--- config.mk ---
export PLATFORM = sky130hd
export DESIGN_NAME = bullet_slot_scheduler
export DESIGN_NICKNAME = d
export VERILOG_FILES = /design/src/rtl/bullet_slot_scheduler.sv
export SDC_FILE = /design/constraint.sdc
export NUM_CORES = 1
export LEC_CHECK = 0
export CAP_MARGIN = 20
export CORE_MARGIN = 1.5
export CORE_UTILIZATION = 44
export CTS_CLUSTER_DIAMETER = 60
export DETAILED_ROUTE_END_ITERATION = 16
export GPL_TIMING_DRIVEN = 0
export HOLD_SLACK_MARGIN = 0.08
export PLACE_DENSITY = 0.77
export SLEW_MARGIN = 30
export SYNTH_ARGS = -nofsm -noshare
export SYNTH_HDL_FRONTEND = slang
export SYNTH_SLANG_ARGS = --single-unit
--- constraint.sdc ---
create_clock -name ClkPort -period 3.56 [get_ports ClkPort]
set_input_delay 0.712 -clock ClkPort [delete_from_list [all_inputs] [get_ports ClkPort]]
set_output_delay 0.712 -clock ClkPort [all_outputs]
set_load 0.005 [all_outputs]
--- src/rtl/bullet_slot_scheduler.sv ---
// ---------------------------------------------------------------------------
// bullet_slot_scheduler
//
// Shares a fixed pool of on-screen bullet slots between several fire
// requesters (player cannon, monster rows). A round-robin arbiter picks at most
// one requester per cycle and the lowest-index free slot is loaded with that
// requester's spawn position and direction. Every movement tick, live bullets
// step vertically by STEP pixels. A bullet is freed when it would leave the
// visible area or when the collision logic kills it.
//
// Optional build macro: BULLET_FIRE_COUNT_EN adds a saturating 16-bit count of
// grants on output fire_count.
//
// Ports:
//   ClkPort     in   system clock (100 MHz)
//   Reset       in   asynchronous, active-high reset
//   req         in   [NUM_REQ]      fire request level per requester, held until granted
//   req_x       in   [10*NUM_REQ]   spawn column, requester i at [10i+9:10i]
//   req_y       in   [10*NUM_REQ]   spawn row, same packing
//   req_dir     in   [NUM_REQ]      1 = moves up (y decreasing), 0 = moves down
//   kill        in   [NUM_SLOTS]    one-cycle pulse from collision detector, frees slot
//   grant       out  [NUM_REQ]      one-hot, one-cycle grant pulse
//   slot_valid  out  [NUM_SLOTS]    slot occupied
//   slot_x      out  [10*NUM_SLOTS] bullet column (hold last value when freed)
//   slot_y      out  [10*NUM_SLOTS] bullet row    (hold last value when freed)
//   full        out  1              every slot occupied
//   tick        out  1              one-cycle pulse per movement step
//   fire_count  out  [16]           total grants, saturating (BULLET_FIRE_COUNT_EN only)
// ---------------------------------------------------------------------------
module bullet_slot_scheduler #(
    parameter int NUM_REQ   = 4,
    parameter int NUM_SLOTS = 4,
    parameter int TICK_DIV  = 20,
    parameter int STEP      = 4,
    parameter int Y_MAX     = 479
) (
    input  logic                    ClkPort,
    input  logic                    Reset,
    input  logic [NUM_REQ-1:0]      req,
    input  logic [10*NUM_REQ-1:0]   req_x,
    input  logic [10*NUM_REQ-1:0]   req_y,
    input  logic [NUM_REQ-1:0]      req_dir,
    input  logic [NUM_SLOTS-1:0]    kill,
    output logic [NUM_REQ-1:0]      grant,
    output logic [NUM_SLOTS-1:0]    slot_valid,
    output logic [10*NUM_SLOTS-1:0] slot_x,
    output logic [10*NUM_SLOTS-1:0] slot_y,
    output logic                    full,
    output logic                    tick
`ifdef BULLET_FIRE_COUNT_EN
    ,
    output logic [15:0]             fire_count
`endif
);

    localparam int PTR_W = $clog2(NUM_REQ);

    logic [TICK_DIV-1:0]  tick_cnt;
    logic [PTR_W-1:0]     ptr_q, ptr_d;
    logic [NUM_REQ-1:0]   cand, win_oh, grant_d;
    logic                 win_found, do_grant, slot_found;
    logic [NUM_SLOTS-1:0] alloc_oh, valid_d, dir_q, dir_d;
    logic [9:0]           spawn_x, spawn_y;
    logic                 spawn_dir;
    logic [9:0]           x_q [NUM_SLOTS];
    logic [9:0]           y_q [NUM_SLOTS];
    logic [9:0]           x_d [NUM_SLOTS];
    logic [9:0]           y_d [NUM_SLOTS];

    // NOTE: every variable written here gets a default at the top of the block,
    // so no path leaves one unassigned and no latch is inferred.
    always_comb begin
        // A requester granted last cycle is skipped so it has a cycle to drop req.
        cand      = req & ~grant;
        win_oh    = '0;
        win_found = 1'b0;
        // Round-robin: first pass covers indices at/after the pointer, the
        // second pass wraps around to the lowest index.
        for (int i = 0; i < NUM_REQ; i++) begin
            if (!win_found && cand[i] && (PTR_W'(i) >= ptr_q)) begin
                win_oh[i] = 1'b1;
                win_found = 1'b1;
            end
        end
        for (int i = 0; i < NUM_REQ; i++) begin
            if (!win_found && cand[i]) begin
                win_oh[i] = 1'b1;
                win_found = 1'b1;
            end
        end

        // Free-slot test uses registered state only, so a slot freed this
        // cycle is not reused until the next one.
        do_grant = win_found && !(&slot_valid);
        grant_d  = do_grant ? win_oh : '0;

        spawn_x   = '0;
        spawn_y   = '0;
        spawn_dir = 1'b0;
        ptr_d     = ptr_q;
        for (int i = 0; i < NUM_REQ; i++) begin
            if (win_oh[i]) begin
                spawn_x   = req_x[10*i +: 10];
                spawn_y   = req_y[10*i +: 10];
                spawn_dir = req_dir[i];
                if (do_grant) begin
                    ptr_d = (i == NUM_REQ - 1) ? '0 : PTR_W'(i + 1);
                end
            end
        end

        alloc_oh   = '0;
        slot_found = 1'b0;
        for (int s = 0; s < NUM_SLOTS; s++) begin
            if (!slot_found && !slot_valid[s]) begin
                alloc_oh[s] = do_grant;
                slot_found  = 1'b1;
            end
        end

        // Per-slot priority: allocation, then kill, then movement.
        for (int s = 0; s < NUM_SLOTS; s++) begin
            valid_d[s] = slot_valid[s];
            x_d[s]     = x_q[s];
            y_d[s]     = y_q[s];
            dir_d[s]   = dir_q[s];
            if (alloc_oh[s]) begin
                valid_d[s] = 1'b1;
                x_d[s]     = spawn_x;
                y_d[s]     = spawn_y;
                dir_d[s]   = spawn_dir;
            end else if (kill[s]) begin
                valid_d[s] = 1'b0;
            end else if (tick && slot_valid[s]) begin
                if (dir_q[s]) begin
                    if (y_q[s] < 10'(STEP)) valid_d[s] = 1'b0;
                    else                    y_d[s]     = y_q[s] - 10'(STEP);
                end else begin
                    // 11-bit sum so a bullet near the bottom cannot wrap to the top.
                    if (({1'b0, y_q[s]} + 11'(STEP)) > 11'(Y_MAX)) valid_d[s] = 1'b0;
                    else                                           y_d[s]     = y_q[s] + 10'(STEP);
                end
            end
        end
    end

    // NOTE: state registers use non-blocking assignments so every register
    // samples the values from before the edge, independent of statement order.
    always_ff @(posedge ClkPort or posedge Reset) begin
        if (Reset) begin
            tick_cnt   <= '0;
            tick       <= 1'b0;
            ptr_q      <= '0;
            grant      <= '0;
            slot_valid <= '0;
            full       <= 1'b0;
            dir_q      <= '0;
            // NOTE: the slot position array is a handful of flops, not a RAM,
            // and its contents are visible on slot_x/slot_y, so it is reset.
            for (int s = 0; s < NUM_SLOTS; s++) begin
                x_q[s] <= '0;
                y_q[s] <= '0;
            end
        end else begin
            tick_cnt   <= tick_cnt + TICK_DIV'(1);
            tick       <= &tick_cnt;
            ptr_q      <= ptr_d;
            grant      <= grant_d;
            slot_valid <= valid_d;
            full       <= &valid_d;
            dir_q      <= dir_d;
            x_q        <= x_d;
            y_q        <= y_d;
        end
    end

    always_comb begin
        slot_x = '0;
        slot_y = '0;
        for (int s = 0; s < NUM_SLOTS; s++) begin
            slot_x[10*s +: 10] = x_q[s];
            slot_y[10*s +: 10] = y_q[s];
        end
    end

`ifdef BULLET_FIRE_COUNT_EN
    logic [15:0] fire_cnt_q;

    always_ff @(posedge ClkPort or posedge Reset) begin
        if (Reset) begin
            fire_cnt_q <= '0;
        end else if (do_grant && (fire_cnt_q != 16'hFFFF)) begin
            fire_cnt_q <= fire_cnt_q + 16'd1;
        end
    end

    assign fire_count = fire_cnt_q;
`endif

endmodule

==> key figures <==
Floorplan
  – Height of the die: 127 µm
  – Initial core utilization: 44.7%
  – Core area: 15100 µm²
  – Cell Rows: 45
  – Die area: 16100 µm²
  – Die width: 127 µm
  – Ports: 184

Final layout
  – Nets: 1057
  – Syn-to-layout area delta: 42.3%
  – Final non-filler cell total: 1151
  – ANT cells: 0
  – Seq. cell area: 2900 µm²
  – Ratio of cells with drive above 1 in the final layout: 6.33%
  – Fillers: 1330
  – Multi-input logic area: 3500 µm²

Global route
  – Largest net degree at the start of global routing: 28
  – Routing usage on met2: 49.3%
  – Number of global-route vias before repair: 6604
  – First-pass GRT wire length: 36200 µm
  – Top Usage Layer GRT: met2
  – GRT Total Usage: 29.3%
  – Initial antenna violation count: 0
  – GR Overflow Total: 0
  – GR Layer Usage met1: 36.6%
  – Met3 Use GR: 7.89%

Logic synthesis
  – Net Count, Synth: 851
  – Synth top area share: 43.0%
  – Mapped Cells: 744
  – Synthesized cell area: 6740 µm²
  – Synth top cells by count: dfrtp_1, nand2_1, o21ai_0
  – Post-synth top area cell: dfrtp_1
  – Yosys Warn Count: 0
  – Primary FF master, synth: dfrtp_1
  – Register area share after synthesis: 43.0%
  – Register bit total from synthesis: 116
  – Number of synthesized flops with an enable pin: 0
  – Syn avg cell area: 9.06 µm²
  – Most common cell in the netlist: dfrtp_1
  – Async set-or-reset flop fraction in the synthesized netlist: 100%
  – Ranking of synthesized cells by area: dfrtp_1, o21ai_0, nand2_1, a222oi_1, mux2i_1
  – Netlist cell types: 67

Routing
  – DRC: 0
  – Vias post-DR: 6958
  – Initial DRC count: 630
  – Number of iterations in the first detailed-routing pass: 6
  – WL final: 22800 µm
  – Final ANT Viol Nets: 0
  – Via-to-Cell Ratio: 6.05
  – Routed length per instance: 19.8 µm

Power
  – Pwr Density: 858 nW/µm²
  – Part of the power in registers: 28.0%
  – Maximum vdd drop: 0.000455 V
  – Tot Pwr: 0.00823 W
  – Leak: 4.00 nW
  – Psw: 0.00333 W
  – Logic pwr share: 48.4%
  – Internal power: 0.00490 W
  – Switching power share of the total: 40.5%
  – Clock power frac: 23.5%

Critical path
  – Max incr delay on CP: 0.56 ns
  – Critical path capture point type: register
  – Critical Path RT: 3.89 ns
  – Worst path slowest cell: a221oi_2
  – Startpoint types: input pin
  – Cell Chain, Critical Path: clkdlybuf4s50_1 -> nand2b_1 -> clkbuf_1 -> o21ai_0 -> a221oi_2 -> clkbuf_1 -> a222oi_1 -> a21boi_1 -> o221ai_1
  – Crit path max fanout: 10
  – Buf/Inv on CP: 3
  – CP top delay family: compound AO/OA/AOI/OAI gates
  – R2R setup slack: 0.45 ns
  – Kind of critical path: input pin to register
  – CP arrival: 3.76 ns
  – CP dominant cell by count: clkbuf_1

Timing
  – Min Tclk post-route: 3.44 ns
  – Tcrit/Tclk final: 96.5%
  – Worst slew pin tran: 1.09 ns
  – Rel. slew slack: 26.7%
  – PnR worst setup slack: 0.124 ns
  – Highest Clock Rate: 291 MHz
  – Final setup violation count: 0
  – Final Hold Viols: 0
  – Layout Skew: 0.00812 ns
  – Min Hold Slack: 0.454 ns
  – Fin. max-slew vios: 0
  – RSZ-0062 raised after global routing: no

Clock tree
  – CTS buffer count: 17
  – Clk_lat worst skew: 0.42 ns
  – Max clock buf depth: 2
  – # clock sinks: 116
  – H-tree depth: 4
  – Post-cts resize count: 3
  – CTS tree: built
  – Clock root buffer: clkbuf_16
  – Post-CTS Hold Buffers: 0
  – Clk slew on worst S/H paths: 0.06 ns
  – Post-CTS Setup Bufs: 0

Placement
  – IO buf count: 183
  – HPWL after DPL: 16800 µm
  – GP Congestion: 0.965
  – Dpl ws: -0.493 ns
  – Placed insts: 1119

Run status
  – Status: finished clean

Min path
  – Worst Hold Class: register to register

Job
  – Max cap viols: 0
sequential cells by signal, summed over array words and instances (netlist names):
signal      flops
grant           4
slot_x         40
ptr_q           2
slot_y         40
tick            1
full            1
dir_q           4
tick_cnt       20
slot_valid      4
stage by stage:
step                      instance area (µm²)  util (%)  TNS (ns)
after global placement                   8810      58.4    -26.93
after detailed placement                 8910      59.0    -25.69
after global routing                     9590      63.6         0
after CTS                                9590      63.5         0
after floorplan                          6750         -         0
final                                    9590      63.6         0
path summary, 6_finish.rpt:
kind	from	end	cells past startpoint
hold reg to reg	tick_cnt[0]	tick_cnt[0]	1
setup / recovery	req[0]	slot_y[38]	9
setup reg to reg	grant[0]	slot_y[38]	8
min in group asynchronous	Reset	slot_x[17]	2
hold / removal	tick_cnt[0]	tick_cnt[0]	1
max in group asynchronous	Reset	slot_y[24]	4
cells by family (layout without fill, tap and decap cells):
kind of cell	count (synthesis)	after routing	synth area share [%]
AO/OA/AOI/OAI	213	213	22.3
flip-flops	116	116	43.0
AND/OR/NAND/NOR	271	271	20.6
XOR/XNOR	27	27	3.51
adder cells (fa/ha/maj)	13	13	2.41
buffers and inverters	85	304	5.16
multiplexers	19	19	2.97
placed cells by master, fill, tap and decap left out, types with 6 or more instances in the layout:
master and n:
a21boi_0 9, nand2b_1 10, a221o_1 12, a31oi_1 10, nor2_1 44, o221ai_1 10
nand3_1 21, o211ai_1 13, clkbuf_1 34, a222oi_1 19, and3_1 7, or4_1 9
or3_1 16, o21ai_0 66, xnor2_1 18, nor3_1 20, a21oi_1 19, and2_1 6
nand4_1 6, clkbuf_16 17, nor3b_1 8, inv_1 38, ha_1 13, dfrtp_1 116
clkdlybuf4s50_1 183, clkinv_4 6, mux2i_1 17, xor2_1 9, nand2_1 88
power by group through the flow:
stage / logic (W) / clock network (W) / registers, W
final: 0.00399 / 0.00194 / 0.00231
after global placement: 0.00385 / 0 / 0.00230
after floorplan: 0.00206 / 0 / 0.00223
after global routing: 0.00433 / 0.00201 / 0.00238
after CTS: 0.00395 / 0.00195 / 0.00230
after detailed placement: 0.00390 / 0 / 0.00231
routing by layer:
metal	part of all wire (%)	routed length, µm
met5	0	0
met4	2.3	527
met3	9.0	2050
met2	48	11000
met1	40	9160
final cells by class:
cell class	instances	share of cell area, %
flip-flops and latches	116	30.3
inverters	39	1.56
clock inverters	13	2.30
well taps	188	2.45
multi-input cells	543	36.5
clock buffers	19	4.72
plain buffers	46	2.11
repair buffers	187	20.1
No activity file was read; power rests on OpenSTA's default activity.
